==> config.mk <==
export PLATFORM = sky130hd
export DESIGN_NAME = lsu_mem_adapter
export DESIGN_NICKNAME = d
export VERILOG_FILES = /design/src/rtl/lsu_mem_adapter.sv
export SDC_FILE = /design/constraint.sdc
export NUM_CORES = 1
export LEC_CHECK = 0
export ABC_CLOCK_PERIOD_IN_PS = 4000
export BUFFER_PORTS_ARGS = -buffer_cell sky130_fd_sc_hd__buf_2
export CORE_MARGIN = 5
export CORE_UTILIZATION = 49
export DETAILED_ROUTE_END_ITERATION = 16
export PLACE_DENSITY = 0.82
export SYNTH_ARGS = -nofsm -noshare
export SYNTH_HDL_FRONTEND = slang
export SYNTH_SLANG_ARGS = --single-unit
==> constraint.sdc <==
create_clock -name clk -period 4 [get_ports clk]
set_clock_uncertainty 0.2 [all_clocks]
set_input_delay 0.2 -clock clk [delete_from_list [all_inputs] [get_ports clk]]
set_output_delay 0.2 -clock clk [all_outputs]
set_load 0.005 [all_outputs]
==> src/rtl/lsu_mem_adapter.sv <==
// Load/store adapter: turns one core byte/half/word access into a word-aligned RAM
// transaction with lane-replicated store data, and extends returned load lanes.
module lsu_mem_adapter #(
  parameter int unsigned TIMEOUT = 255
) (
  input  logic        clk,
  input  logic        rst,
  input  logic        req_valid_in,
  output logic        req_ready_out,
  input  logic        req_write_in,
  input  logic [31:0] req_addr_in,
  input  logic [31:0] req_wdata_in,
  input  logic [1:0]  req_size_in,
  input  logic        req_unsigned_in,
  output logic        resp_valid_out,
  output logic [31:0] resp_rdata_out,
  output logic        resp_err_out,
  output logic [31:0] ram_addr_out,
  output logic [31:0] ram_write_data_out,
  output logic        ram_read_en_out,
  output logic        ram_write_en_out,
  output logic [3:0]  ram_write_byte_en_out,
  output logic        valid_out,
  input  logic        ready_in,
  input  logic        rdata_valid_in,
  input  logic [31:0] ram_read_data_in
);

  typedef enum logic [1:0] {IDLE, REQ, WAIT_RD, RESP} state_e;

  state_e      state_q;
  logic [1:0]  off_q, size_q;
  logic        uns_q, write_q;
  logic [31:0] cnt_q;
  logic        valid_q, rd_en_q, wr_en_q;
  logic [3:0]  be_q;
  logic [31:0] addr_q, wdata_q;
  logic        resp_valid_q, resp_err_q;
  logic [31:0] resp_rdata_q;

  logic        illegal_d;
  logic [3:0]  be_d;
  logic [31:0] wdata_d;
  logic [31:0] lane_w;
  logic [31:0] load_data_d;
  logic        timeout_hit;

  always_comb begin
    illegal_d = (req_size_in == 2'b11) ||
                (req_size_in == 2'b01 && req_addr_in[0]) ||
                (req_size_in == 2'b10 && req_addr_in[1:0] != 2'b00);
    be_d    = 4'b0000;
    wdata_d = req_wdata_in;
    case (req_size_in)
      2'b00: begin
        be_d    = 4'b0001 << req_addr_in[1:0];
        wdata_d = {4{req_wdata_in[7:0]}};
      end
      2'b01: begin
        be_d    = req_addr_in[1] ? 4'b1100 : 4'b0011;
        wdata_d = {2{req_wdata_in[15:0]}};
      end
      default: begin
        be_d    = 4'b1111;
        wdata_d = req_wdata_in;
      end
    endcase
  end

  // Addressed lane shifted down to bit 0, then zero/sign extended.
  always_comb begin
    lane_w = ram_read_data_in >> {off_q, 3'b000};
    case (size_q)
      2'b00:   load_data_d = {{24{~uns_q & lane_w[7]}}, lane_w[7:0]};
      2'b01:   load_data_d = {{16{~uns_q & lane_w[15]}}, lane_w[15:0]};
      default: load_data_d = lane_w;
    endcase
  end

  assign timeout_hit = (TIMEOUT != 0) && ((cnt_q + 32'd1) == TIMEOUT);

  always_ff @(posedge clk or posedge rst) begin
    if (rst) begin
      state_q      <= IDLE;
      off_q        <= 2'b00;
      size_q       <= 2'b00;
      uns_q        <= 1'b0;
      write_q      <= 1'b0;
      cnt_q        <= 32'd0;
      valid_q      <= 1'b0;
      rd_en_q      <= 1'b0;
      wr_en_q      <= 1'b0;
      be_q         <= 4'b0000;
      addr_q       <= 32'd0;
      wdata_q      <= 32'd0;
      resp_valid_q <= 1'b0;
      resp_err_q   <= 1'b0;
      resp_rdata_q <= 32'd0;
    end else begin
      case (state_q)
        IDLE: begin
          if (req_valid_in) begin
            off_q   <= req_addr_in[1:0];
            size_q  <= req_size_in;
            uns_q   <= req_unsigned_in;
            write_q <= req_write_in;
            cnt_q   <= 32'd0;
            if (illegal_d) begin
              state_q      <= RESP;
              resp_valid_q <= 1'b1;
              resp_err_q   <= 1'b1;
              resp_rdata_q <= 32'd0;
            end else begin
              state_q <= REQ;
              valid_q <= 1'b1;
              rd_en_q <= ~req_write_in;
              wr_en_q <= req_write_in;
              be_q    <= req_write_in ? be_d : 4'b0000;
              addr_q  <= {req_addr_in[31:2], 2'b00};
              wdata_q <= wdata_d;
            end
          end
        end
        REQ: begin
          cnt_q <= cnt_q + 32'd1;
          if (ready_in) begin
            valid_q <= 1'b0;
            rd_en_q <= 1'b0;
            wr_en_q <= 1'b0;
            be_q    <= 4'b0000;
            if (write_q) begin
              state_q      <= RESP;
              resp_valid_q <= 1'b1;
              resp_err_q   <= 1'b0;
              resp_rdata_q <= 32'd0;
            end else if (rdata_valid_in) begin
              state_q      <= RESP;
              resp_valid_q <= 1'b1;
              resp_err_q   <= 1'b0;
              resp_rdata_q <= load_data_d;
            end else begin
              state_q <= WAIT_RD;
            end
          end else if (timeout_hit) begin
            valid_q      <= 1'b0;
            rd_en_q      <= 1'b0;
            wr_en_q      <= 1'b0;
            be_q         <= 4'b0000;
            state_q      <= RESP;
            resp_valid_q <= 1'b1;
            resp_err_q   <= 1'b1;
            resp_rdata_q <= 32'd0;
          end
        end
        WAIT_RD: begin
          cnt_q <= cnt_q + 32'd1;
          if (rdata_valid_in) begin
            state_q      <= RESP;
            resp_valid_q <= 1'b1;
            resp_err_q   <= 1'b0;
            resp_rdata_q <= load_data_d;
          end else if (timeout_hit) begin
            state_q      <= RESP;
            resp_valid_q <= 1'b1;
            resp_err_q   <= 1'b1;
            resp_rdata_q <= 32'd0;
          end
        end
        default: begin
          state_q      <= IDLE;
          resp_valid_q <= 1'b0;
          resp_err_q   <= 1'b0;
          resp_rdata_q <= 32'd0;
        end
      endcase
    end
  end

  // Held low while reset is asserted so the core cannot launch into a clearing adapter.
  assign req_ready_out         = (state_q == IDLE) && !rst;
  assign resp_valid_out        = resp_valid_q;
  assign resp_rdata_out        = resp_rdata_q;
  assign resp_err_out          = resp_err_q;
  assign ram_addr_out          = addr_q;
  assign ram_write_data_out    = wdata_q;
  assign ram_read_en_out       = rd_en_q;
  assign ram_write_en_out      = wr_en_q;
  assign ram_write_byte_en_out = be_q;
  assign valid_out             = valid_q;

endmodule

==> Flow_metrics.wiki <==
{| class="wikitable"
! Metric !! Value
|-
| Number of global-route vias before repair || around 8600
|-
| Count of vias placed by the detailed router || about 9000
|-
| Post-Synthesis Mean Instance Area || roughly 8.3 µm²
|-
| Total number of placement rows || 48
|-
| First DRT Iteration DRCs || 934
|-
| Max VDD drop || approximately 0.36 mV
|-
| Slowest cell on crit path || sky130_fd_sc_hd__nor4_1
|-
| Async S/R FF share, synth || 100%
|-
| Proportion of power drawn by combinational gates || 44.1%
|-
| Total number of H-tree levels || 4
|-
| Aggregate global-route resource usage || between 20% and 30%
|-
| Final hold violation count || 0
|-
| Cell types with the highest counts after synthesis || sky130_fd_sc_hd__nand2_1, sky130_fd_sc_hd__dfrtp_1, sky130_fd_sc_hd__o21ai_0
|-
| Leak pwr || around 5.2 nW
|-
| Top cell type's share of synthesized area || a little over two fifths
|-
| Remaining antenna violation count || 0
|-
| Finished Layout Cells || ~1500
|-
| Top cells by area in the synthesized netlist || sky130_fd_sc_hd__dfrtp_1, sky130_fd_sc_hd__nand2_1, sky130_fd_sc_hd__mux2i_1
|-
| Number of placed instances with taps included || between 1000 and 1500
|-
| Worst Max-Slew Pin Slew || about 1.3 ns
|-
| Number of port buffers || approximately 210
|-
| Weighted congestion reported at the end of routability-driven placement || 0.951
|-
| DRC errors left || 0
|-
| Setup slack after placement || around 0.70 ns
|-
| Total power of the final layout || between 6 and 7 mW
|-
| Final TNS setup || 0 ns
|-
| Buf/Inv on CP || 1
|-
| Highest fanout seen on the critical path || 39
|-
| Area inside the core boundary || about 17000 µm²
|-
| Average wire length per cell after detail routing || around 19 µm
|-
| Initial core utilization || approximately 50%
|-
| DPL Wire Length || 17.6 mm
|-
| First-pass GRT wire length || about 44 mm
|-
| Cell area power density || 636 nW/µm²
|-
| Number of iterations in the first detailed-routing pass || 5
|-
| Overall die width || between 100 and 150 µm
|-
| Part of the total power dissipated in sequential elements || between 30% and 40%
|-
| Number of cells produced by synthesis || approximately 1000
|-
| CP top delay family || simple AND/OR/NAND/NOR gates
|-
| Detailed-route wire length || roughly 28 mm
|-
| Number of nets in the layout || approximately 1400
|-
| Highest achievable clock rate || approximately 0.3 GHz
|-
| Max-Cap Viols || 0
|-
| Number of setup violations in the final report || 0
|-
| Pint || 4.01 mW
|-
| Switch share || approximately 42%
|-
| Die outline height || 142 µm
|-
| Worst EP required || 4.09 ns
|-
| P_sw || ~2.9 mW
|-
| Register bit total from synthesis || approximately 140
|-
| Status || complete, no violations
|-
| R2r setup slk || 0.67 ns
|-
| Min setup slack post-route || between 0.6 and 0.7 ns
|-
| Worst path most repeated cell || sky130_fd_sc_hd__nand4_1
|-
| Library cell occupying the most area in the post-synthesis netlist || sky130_fd_sc_hd__dfrtp_1
|-
| Maximum number of pins on one net before global-route repair || 81
|-
| Chain of cells forming the critical path || ha_1 > nand4_2 > nor4_1 > nand4_1 > a211oi_1 > nand4_1 > nor2_2 > buf_4 > o21ai_0
|-
| Area overhead of the layout relative to synthesis || 28.6%
|-
| Clk pwr share || approximately 23%
|-
| Buffers inserted by post-CTS timing repair || 0
|-
| Proportion of layout cells with a drive suffix above 1 || between 20% and 30%
|-
| CTS tree || built
|-
| Slew Limit Headroom || roughly 16%
|-
| R2R cell count || 9
|-
| Area enclosed by the die boundary || between 20000 and 25000 µm²
|-
| Unrepaired setup endpoints after global routing || no
|-
| Hold path startpoint || ram_read_data_in[28]
|-
| EDFF count, synth || 0
|-
| Cell with the most instances after synthesis || sky130_fd_sc_hd__nand2_1
|-
| Post-synth design cell area || between 8000 and 9000 µm²
|-
| Ratio of routed vias to standard cells || approximately 6.0
|-
| Clock buffer count from CTS || 17
|-
| Worst Path Class, Setup || flip-flop to flip-flop
|-
| Setup crit end kind || flip-flop
|-
| Launch point of the critical path || cnt_q[1]
|-
| Path class of the lowest-slack min-delay path || input port to flip-flop
|-
| Crit Reg-Reg Endpoint || resp_rdata_out[8]
|-
| Syn. warnings || 0
|-
| Ratio of final minimum period to clock period || between 80% and 90%
|-
| CP max stage delay || 0.75 ns
|-
| CTS Root Cell || sky130_fd_sc_hd__clkbuf_16
|-
| Clock transition at the registers of the reported paths || 0.06 ns
|-
| Worst r2r src || cnt_q[1]
|-
| Grt total ovfl || 0
|-
| Antenna violations before repair || 1
|-
| Sequential area share after synthesis || a little over two fifths
|-
| Main flop type after synthesis || sky130_fd_sc_hd__dfrtp_1
|-
| Insertion delay of the later-clocked pin in the worst-skew pair || between 0.4 and 0.5 ns
|-
| Critical path destination || resp_rdata_out[8]
|-
| Min Clock Period, post-route || around 3.3 ns
|-
| Type of origin of the critical path || flip-flop
|-
| Number of sinks on the clock net || approximately 140
|-
| Number of distinct library cells after synthesis || between 60 and 70
|-
| Max Buffers Root-to-Sink || 2
|-
| Max-slew violations || 0
|-
| Arrival time at the worst endpoint || approximately 3.4 ns
|-
| Number of cells on the critical path || 9
|-
| Number of I/O pins || 211
|}
[cell families after synthesis]
logic type	after synthesis	share of synthesized area, %
other cells	1	0.0441
compound gates	286	21.2
xor+xnor	10	1.03
mux	50	5.99
flops	143	42.1
simple gates	427	23.5
buf+inv	105	5.05
fa+ha+maj	7	1.03
[registers in the layout, indices dropped and copies added (netlist names)]
signal / cells
ram_addr_out: 30
off_q: 2
resp_err_out: 1
state_q: 2
ram_read_en_out: 1
write_q: 1
cnt_q: 32
ram_write_byte_en_out: 4
size_q: 2
resp_valid_out: 1
valid_out: 1
uns_q: 1
resp_rdata_out: 32
ram_write_data_out: 32
ram_write_en_out: 1
[area by class of cell]
cell class                      instances  area [µm²]
Clock buffer                           18         429
Tap cell                              225         282
Antenna cell                            3        7.51
Sequential cell                       143        3580
Inverter                               11        45.0
Multi-Input combinational cell        782        4510
Timing Repair Buffer                  300        1930
Clock inverter                         13         139
Fill cell                            1370        6250
[stage by stage]
| step | utilization (%) | hold slack, ns | instance area [µm²] |
|---|---|---|---|
| floorplan | - | 0.105 | 8500 |
| global placement | 55.9 | 0.121 | 9610 |
| detailed placement | 55.9 | 0.107 | 9610 |
| CTS | 63.5 | 0.000618 | 10900 |
| global route | 63.6 | 0.0240 | 10900 |
| finish | 63.6 | 0.00976 | 10900 |
[power groups by stage]
stage | Clock [mW] | Sequential [mW] | Combinational [mW]
floorplan | 0 | 2.29 | 1.84
global route | 1.64 | 2.38 | 3.37
CTS | 1.58 | 2.30 | 2.99
finish | 1.56 | 2.33 | 3.06
global placement | 0 | 2.29 | 2.84
detailed placement | 0 | 2.32 | 2.92
[how the worst min path moves through the flow]
| stage | end | depth (start not counted) |
|---|---|---|
| 2_1_floorplan | ram_addr_out[10] | 2 |
| 3_3_place_gp | ram_write_data_out[4] | 2 |
| 3_5_place_dp | ram_write_data_out[4] | 2 |
| 4_1_cts | resp_rdata_out[28] | 5 |
| 5_1_grt | resp_rdata_out[27] | 5 |
| 6_report | resp_rdata_out[28] | 5 |
[layout by cell type (no fill, tap or decap), types with 4 or more instances in the layout]
| cell | count |
|---|---|
| sky130_fd_sc_hd__dfrtp_1 | 143 |
| sky130_fd_sc_hd__and4_1 | 5 |
| sky130_fd_sc_hd__and2_1 | 4 |
| sky130_fd_sc_hd__a21oi_1 | 64 |
| sky130_fd_sc_hd__clkinv_2 | 4 |
| sky130_fd_sc_hd__o21ai_0 | 85 |
| sky130_fd_sc_hd__buf_4 | 17 |
| sky130_fd_sc_hd__a31oi_1 | 9 |
| sky130_fd_sc_hd__dlygate4sd3_1 | 74 |
| sky130_fd_sc_hd__inv_6 | 4 |
| sky130_fd_sc_hd__nor2b_1 | 14 |
| sky130_fd_sc_hd__xnor2_1 | 6 |
| sky130_fd_sc_hd__mux2i_1 | 43 |
| sky130_fd_sc_hd__nor4_1 | 12 |
| sky130_fd_sc_hd__ha_1 | 7 |
| sky130_fd_sc_hd__nand2b_1 | 5 |
| sky130_fd_sc_hd__nor3_1 | 13 |
| sky130_fd_sc_hd__xor2_1 | 4 |
| sky130_fd_sc_hd__clkbuf_16 | 17 |
| sky130_fd_sc_hd__mux2_2 | 7 |
| sky130_fd_sc_hd__buf_2 | 208 |
| sky130_fd_sc_hd__a21o_1 | 5 |
| sky130_fd_sc_hd__and3_1 | 13 |
| sky130_fd_sc_hd__nand4_1 | 25 |
| sky130_fd_sc_hd__nand2_1 | 230 |
| sky130_fd_sc_hd__a211oi_1 | 10 |
| sky130_fd_sc_hd__inv_1 | 9 |
| sky130_fd_sc_hd__or4_1 | 4 |
| sky130_fd_sc_hd__o31ai_1 | 45 |
| sky130_fd_sc_hd__nor2_1 | 43 |
| sky130_fd_sc_hd__a22oi_1 | 26 |
| sky130_fd_sc_hd__o21a_1 | 5 |
| sky130_fd_sc_hd__a211o_1 | 10 |
| sky130_fd_sc_hd__nand3_1 | 38 |
[per-layer routing]
metal  part of all wire [%]  vias to the layer above  global-route usage, %
li1                       -                     4133                      -
met1                     40                     4300                   34.9
met2                     49                      484                   44.5
met3                    7.4                       94                   5.29
met4                    3.9                        0                   10.7
met5                      0                        -                      0
[what timing repair did]
item / 4_1_cts / 5_1_grt
hold buffers: 74 / 0
endpoints found under the hold margin: 99 / 0
endpoints found under the setup margin: 0 / 0
gates resized for setup: 0 / 0
[tightest hold or removal path, stage by stage]
cell and delay (ns):
sky130_fd_sc_hd__buf_2 0.11, sky130_fd_sc_hd__nand2_1 0.05, sky130_fd_sc_hd__nand2_1 0.09, sky130_fd_sc_hd__a22oi_1 0.07
sky130_fd_sc_hd__o31ai_1 0.07
Power figures use the tool's default switching activity.
